$ cat config.mk
export PLATFORM = sky130hd
export DESIGN_NAME = ysyx_25030081_ifu
export DESIGN_NICKNAME = d
export VERILOG_FILES = /design/src/rtl/ysyx_25030081_ifu_pkg.sv /design/src/rtl/ysyx_25030081_ifu_wdt.sv /design/src/rtl/ysyx_25030081_ifu.sv
export SDC_FILE = /design/constraint.sdc
export NUM_CORES = 1
export LEC_CHECK = 0
export BUFFER_PORTS_ARGS = -buffer_cell sky130_fd_sc_hd__buf_4
export CAP_MARGIN = 40
export CORE_AREA = 2 2 102 104
export CTS_CLUSTER_DIAMETER = 30
export CTS_CLUSTER_SIZE = 28
export DETAILED_ROUTE_END_ITERATION = 10
export DIE_AREA = 0 0 104 106
export PLACE_DENSITY_LB_ADDON = 0.2
export SYNTH_ARGS = -nofsm -noshare
export SYNTH_HDL_FRONTEND = slang
export SYNTH_SLANG_ARGS = --single-unit
$ cat constraint.sdc
create_clock -name clk -period 3.7 [get_ports clk]
set_input_delay 0.37 -clock clk [delete_from_list [all_inputs] [get_ports clk]]
set_output_delay 0.37 -clock clk [all_outputs]
set_load 0.01 [all_outputs]
$ cat src/rtl/ysyx_25030081_ifu_pkg.sv
// Shared encodings for the instruction fetch unit: FSM states, fault causes and reset PC.
package ysyx_25030081_ifu_pkg;

    typedef enum logic [2:0] {
        IDLE  = 3'd0,
        REQ   = 3'd1,
        WAIT  = 3'd2,
        HOLD  = 3'd3,
        EXEC  = 3'd4,
        FAULT = 3'd5
    } ifu_state_t;

    localparam logic [1:0] CAUSE_NONE     = 2'b00;
    localparam logic [1:0] CAUSE_MISALIGN = 2'b01;
    localparam logic [1:0] CAUSE_BUSERR   = 2'b10;
    localparam logic [1:0] CAUSE_TIMEOUT  = 2'b11;

    localparam logic [31:0] DEFAULT_RESET_PC = 32'h8000_0000;

endpackage

$ cat src/rtl/ysyx_25030081_ifu_wdt.sv
// Saturating response watchdog; expired is raised in the cycle that reaches terminal count.
module ysyx_25030081_ifu_wdt #(
    parameter int TIMEOUT_W = 8
) (
    input  logic clk,
    input  logic rst_n,
    input  logic clr,
    input  logic en,
    output logic expired
);

    localparam logic [TIMEOUT_W-1:0] TC = '1;

    logic [TIMEOUT_W-1:0] cnt;

    always_ff @(posedge clk or negedge rst_n) begin
        if (!rst_n) begin
            cnt <= '0;
        end else if (clr) begin
            cnt <= '0;
        end else if (en && cnt != TC) begin
            cnt <= cnt + 1'b1;
        end
    end

    // Counting the current cycle: the TC-th enabled cycle is the expiring one.
    assign expired = (cnt == TC) || (en && cnt == TC - 1'b1);

endmodule

$ cat src/rtl/ysyx_25030081_ifu.sv
// Instruction fetch unit for a multi-cycle core: one fetch per retired instruction.
module ysyx_25030081_ifu
    import ysyx_25030081_ifu_pkg::*;
#(
    parameter int                    DATA_WIDTH = 32,
    parameter logic [DATA_WIDTH-1:0] RESET_PC   = DATA_WIDTH'(DEFAULT_RESET_PC),
    parameter int                    TIMEOUT_W  = 8
) (
    input  logic                  clk,
    input  logic                  rst_n,
    output logic [DATA_WIDTH-1:0] pc,
    input  logic [DATA_WIDTH-1:0] next_pc,
    input  logic                  commit,
    output logic                  imem_req_valid,
    input  logic                  imem_req_ready,
    output logic [DATA_WIDTH-1:0] imem_req_addr,
    input  logic                  imem_rsp_valid,
    input  logic [DATA_WIDTH-1:0] imem_rsp_data,
    input  logic                  imem_rsp_err,
    output logic                  inst_valid,
    input  logic                  inst_ready,
    output logic [DATA_WIDTH-1:0] inst,
    output logic                  fault,
    output logic [1:0]            fault_cause,
    output logic [31:0]           fetch_cnt
);

    ifu_state_t state;
    logic       wdt_expired;

    ysyx_25030081_ifu_wdt #(
        .TIMEOUT_W (TIMEOUT_W)
    ) u_wdt (
        .clk     (clk),
        .rst_n   (rst_n),
        .clr     (state == REQ && imem_req_ready),
        .en      (state == WAIT),
        .expired (wdt_expired)
    );

    always_ff @(posedge clk or negedge rst_n) begin
        if (!rst_n) begin
            state       <= IDLE;
            pc          <= RESET_PC;
            inst        <= '0;
            fetch_cnt   <= '0;
            fault       <= 1'b0;
            fault_cause <= CAUSE_NONE;
        end else begin
            case (state)
                IDLE: state <= REQ;
                REQ: begin
                    if (imem_req_ready) state <= WAIT;
                end
                WAIT: begin
                    // A response in the expiring cycle still wins over the timeout.
                    if (imem_rsp_valid) begin
                        if (imem_rsp_err) begin
                            state       <= FAULT;
                            fault       <= 1'b1;
                            fault_cause <= CAUSE_BUSERR;
                        end else begin
                            inst  <= imem_rsp_data;
                            state <= HOLD;
                        end
                    end else if (wdt_expired) begin
                        state       <= FAULT;
                        fault       <= 1'b1;
                        fault_cause <= CAUSE_TIMEOUT;
                    end
                end
                HOLD: begin
                    if (inst_ready) begin
                        fetch_cnt <= fetch_cnt + 32'd1;
                        state     <= EXEC;
                    end
                end
                EXEC: begin
                    if (commit) begin
                        if (next_pc[1:0] == 2'b00) begin
                            pc    <= next_pc;
                            state <= REQ;
                        end else begin
                            state       <= FAULT;
                            fault       <= 1'b1;
                            fault_cause <= CAUSE_MISALIGN;
                        end
                    end
                end
                FAULT:   state <= FAULT;
                default: state <= IDLE;
            endcase
        end
    end

    assign imem_req_valid = (state == REQ);
    assign imem_req_addr  = pc;
    assign inst_valid     = (state == HOLD);

endmodule

==> metrics <==
top-count cell post-synth=dfrtp_1; period utilisation layout=0.538; P per Cell Area=631 nW/µm²; Starting DRT DRC Count=95; met3 usage in global routing=0.0558; die width=104 µm; final layout net count=approximately 650; top post-synthesis cells by count=109 x dfrtp_1, 62 x mux2_1, 32 x buf_4, 25 x nand2_1, 22 x xnor2_1; Area after DPL=6470 µm²; status=complete, no violations; DR DRC count=0; Routed wire per std cell=16.4 µm; hold_ws=roughly 0.21 ns; vias in the first global route=between 3,000 and 4,000; syn avg cell area=12.6 µm²; Final WS setup=1.71 ns; setup violators final=0; sw frac=0.343; die area=between 10,000 and 15,000 µm²; crit path DAT=1.62 ns; grt ovf=0; via count=approximately 3,600; Core Region=about 10000 µm²; Yosys top cell by area=dfrtp_1; Core Rows=37; Slew headroom=0.636; worst path cell trace=nor2b_1, and2_1, buf_4; Max Cap Viol=0; Synth cell types=between 40 and 50; combinational family with the most area after synthesis=multiplexers; post-synthesis mux area share=0.144; VDD IR-drop max=245 µV; Mapped Area=about 5000 µm²; DP HPWL=9.01 mm; XOR/XNOR Fraction of Synth Area=0.0591; YS warnings=0; synth-to-layout area growth=32.1%; total CTS buffers=9; Placer Congestion=roughly 0.79; Worst Setup End Kind=output port; DR pass1 iterations=4; kind of critical path=reg2out; CTS Buffer Depth=2; initial antenna violation count=0; top cell type's share of synthesized area=0.541; Flop pwr share=0.451; top post-synthesis cells by area=dfrtp_1 54%, mux2_1 14%, buf_4 4.8%; CTS tree=built; clock transition at the registers of the reported paths=0.11 ns; # H-tree levels=3; Buf+Inv Stages, Crit Path=1; clk_lat worst skew=roughly 0.36 ns; P_sw=1.44 mW; cells after synthesis=approximately 400; post-synthesis simple-gate area fraction=0.142; Critical Path Start Type=flop; Synth Area in Compound Gates=0.0320; Post-Route WL=11.7 mm; setup_tns=0 ns; crit path max-delay cell type=dfrtp_1; Worst Tran Pin Value=0.542 ns; GR peak layer=met2; routed vias/inst=5.10; Placement Setup Slack=between 1.5 and 2 ns; layout filler cell count=820; Critical Path Max Stage Delay=between 0.6 and 0.7 ns; P_int=2.76 mW; largest net degree at the start of global routing=57; aggregate global-route resource usage=0.214; Final Power=4.20 mW; I/O pins=slightly above 200; CP Max Fanout=13; asr flop ratio synth=1.00; routing usage on met2=0.374; syn_nets=475; Clock power frac=0.158; RSZ-0062 raised after global routing=false; crit path time final=just under 2 ns; final-report hold violation count=0; Die Span Y=106 µm; Synth Register Bits=110; Leak Pwr=3.34 nW; Top delay family on crit path=flip-flops; clk sinks=110; Routed Antenna Nets=0; post-layout instance area=6660 µm²; Synth Area in Adders=0.00744; share of post-route cells with drive strength above 1=0.408; Top FF cell, synth=dfrtp_1; first-pass GRT wire length=18.8 mm; effective utilization at floorplan=0.504; met1 Use GR=0.265; clk root buf=clkbuf_8; fmax=slightly above 0.5 GHz; Comb pwr share=0.391; Slew Limit Fails=0; Critical Path RT=3.33 ns; Post-synth EDFFs=0; n_diodes=0; post-cts sizing count=0; Max Clock Skew=0.0119 ns; Port Buf Inserts=203; Hold Path Class=in2reg; Seq/Total Area, Yosys=0.546
==> kinds of logic (layout without fill, tap and decap cells) <==
kind of cell               Yosys count  count (layout)
and+or+nand+nor                    112             112
DFF                                110             110
adders and majority gates            3               3
muxes                               65              65
xor gates and xnor gates            34              34
AOI/OAI and AO/OA                   23              23
buffers and inverters               54             232
==> what timing repair did <==
item,4_1_cts,5_1_grt
buffers inserted,0,0
hold endpoints to repair,26,0
hold buffers,1,0
==> registers in the layout, indices dropped and copies added, names as in the netlist <==
signal and flops:
state 3, u_wdt.cnt 8, imem_req_addr 32, fetch_cnt 32, fault_cause 2, fault 1, inst 32
==> routing by layer <==
metal	vias up	part of all wire	routed length, µm
li1	1725	-	-
met1	1802	0.41	4870
met2	111	0.52	6050
met3	9	0.059	690
met4	0	0.010	123
met5	-	0	0
==> power groups by stage <==
stage / clock network, mW / registers, mW / logic [mW]
2_1_floorplan: 0 / 1.99 / 0.771
3_3_place_gp: 0 / 1.90 / 1.63
3_5_place_dp: 0 / 1.93 / 1.67
4_1_cts: 0.690 / 1.90 / 1.67
5_1_grt: 0.732 / 1.95 / 1.76
6_report: 0.666 / 1.90 / 1.64
==> metrics by stage <==
stage	util	instances
2_1_floorplan	-	401
6_report	0.666	715
5_1_grt	0.666	715
4_1_cts	0.666	715
3_3_place_gp	0.645	697
3_5_place_dp	0.648	698
==> final cells by class <==
type	count	area (µm²)	area share
inverters	7	26.3	0.00395
repair buffers	209	1590	0.239
clock buffers	11	131	0.0197
well taps	136	170	0.0256
multi-input cells	237	1940	0.292
flip-flops and latches	110	2750	0.414
clock inverters	5	42.5	0.00639
==> cell usage in the layout (no fill, tap or decap), types with 5 or more instances in the layout <==
cell	instances
and3_1	7
a21oi_1	5
nand3_1	8
xor2_1	12
nand2_1	25
mux2_1	62
and2_1	9
xnor2_1	22
nand4_1	19
o211ai_1	5
dfrtp_1	109
inv_1	7
nor4_2	7
clkbuf_8	9
and4_1	6
buf_4	207
nor2_1	10
==> worst paths after layout <==
kind                            slack, ns                             to                 startpoint  cells past startpoint
max in group asynchronous            2.57  imem_req_addr[31]$_DFFE_PN1P_                      rst_n                      3
min in group asynchronous            0.47           inst[25]$_DFFE_PN0P_                      rst_n                      2
worst max-delay path                 1.71                     inst_valid       state[0]$_DFFE_PN0P_                      3
worst max register to register       1.77           inst[21]$_DFFE_PN0P_       state[1]$_DFFE_PN0P_                      4
worst min register to register       0.48      fetch_cnt[31]$_DFFE_PN0P_  fetch_cnt[31]$_DFFE_PN0P_                      1
worst min-delay path                 0.21   imem_req_addr[4]$_DFFE_PN0P_                 next_pc[4]                      2
No activity file was read; power rests on OpenSTA's default activity.
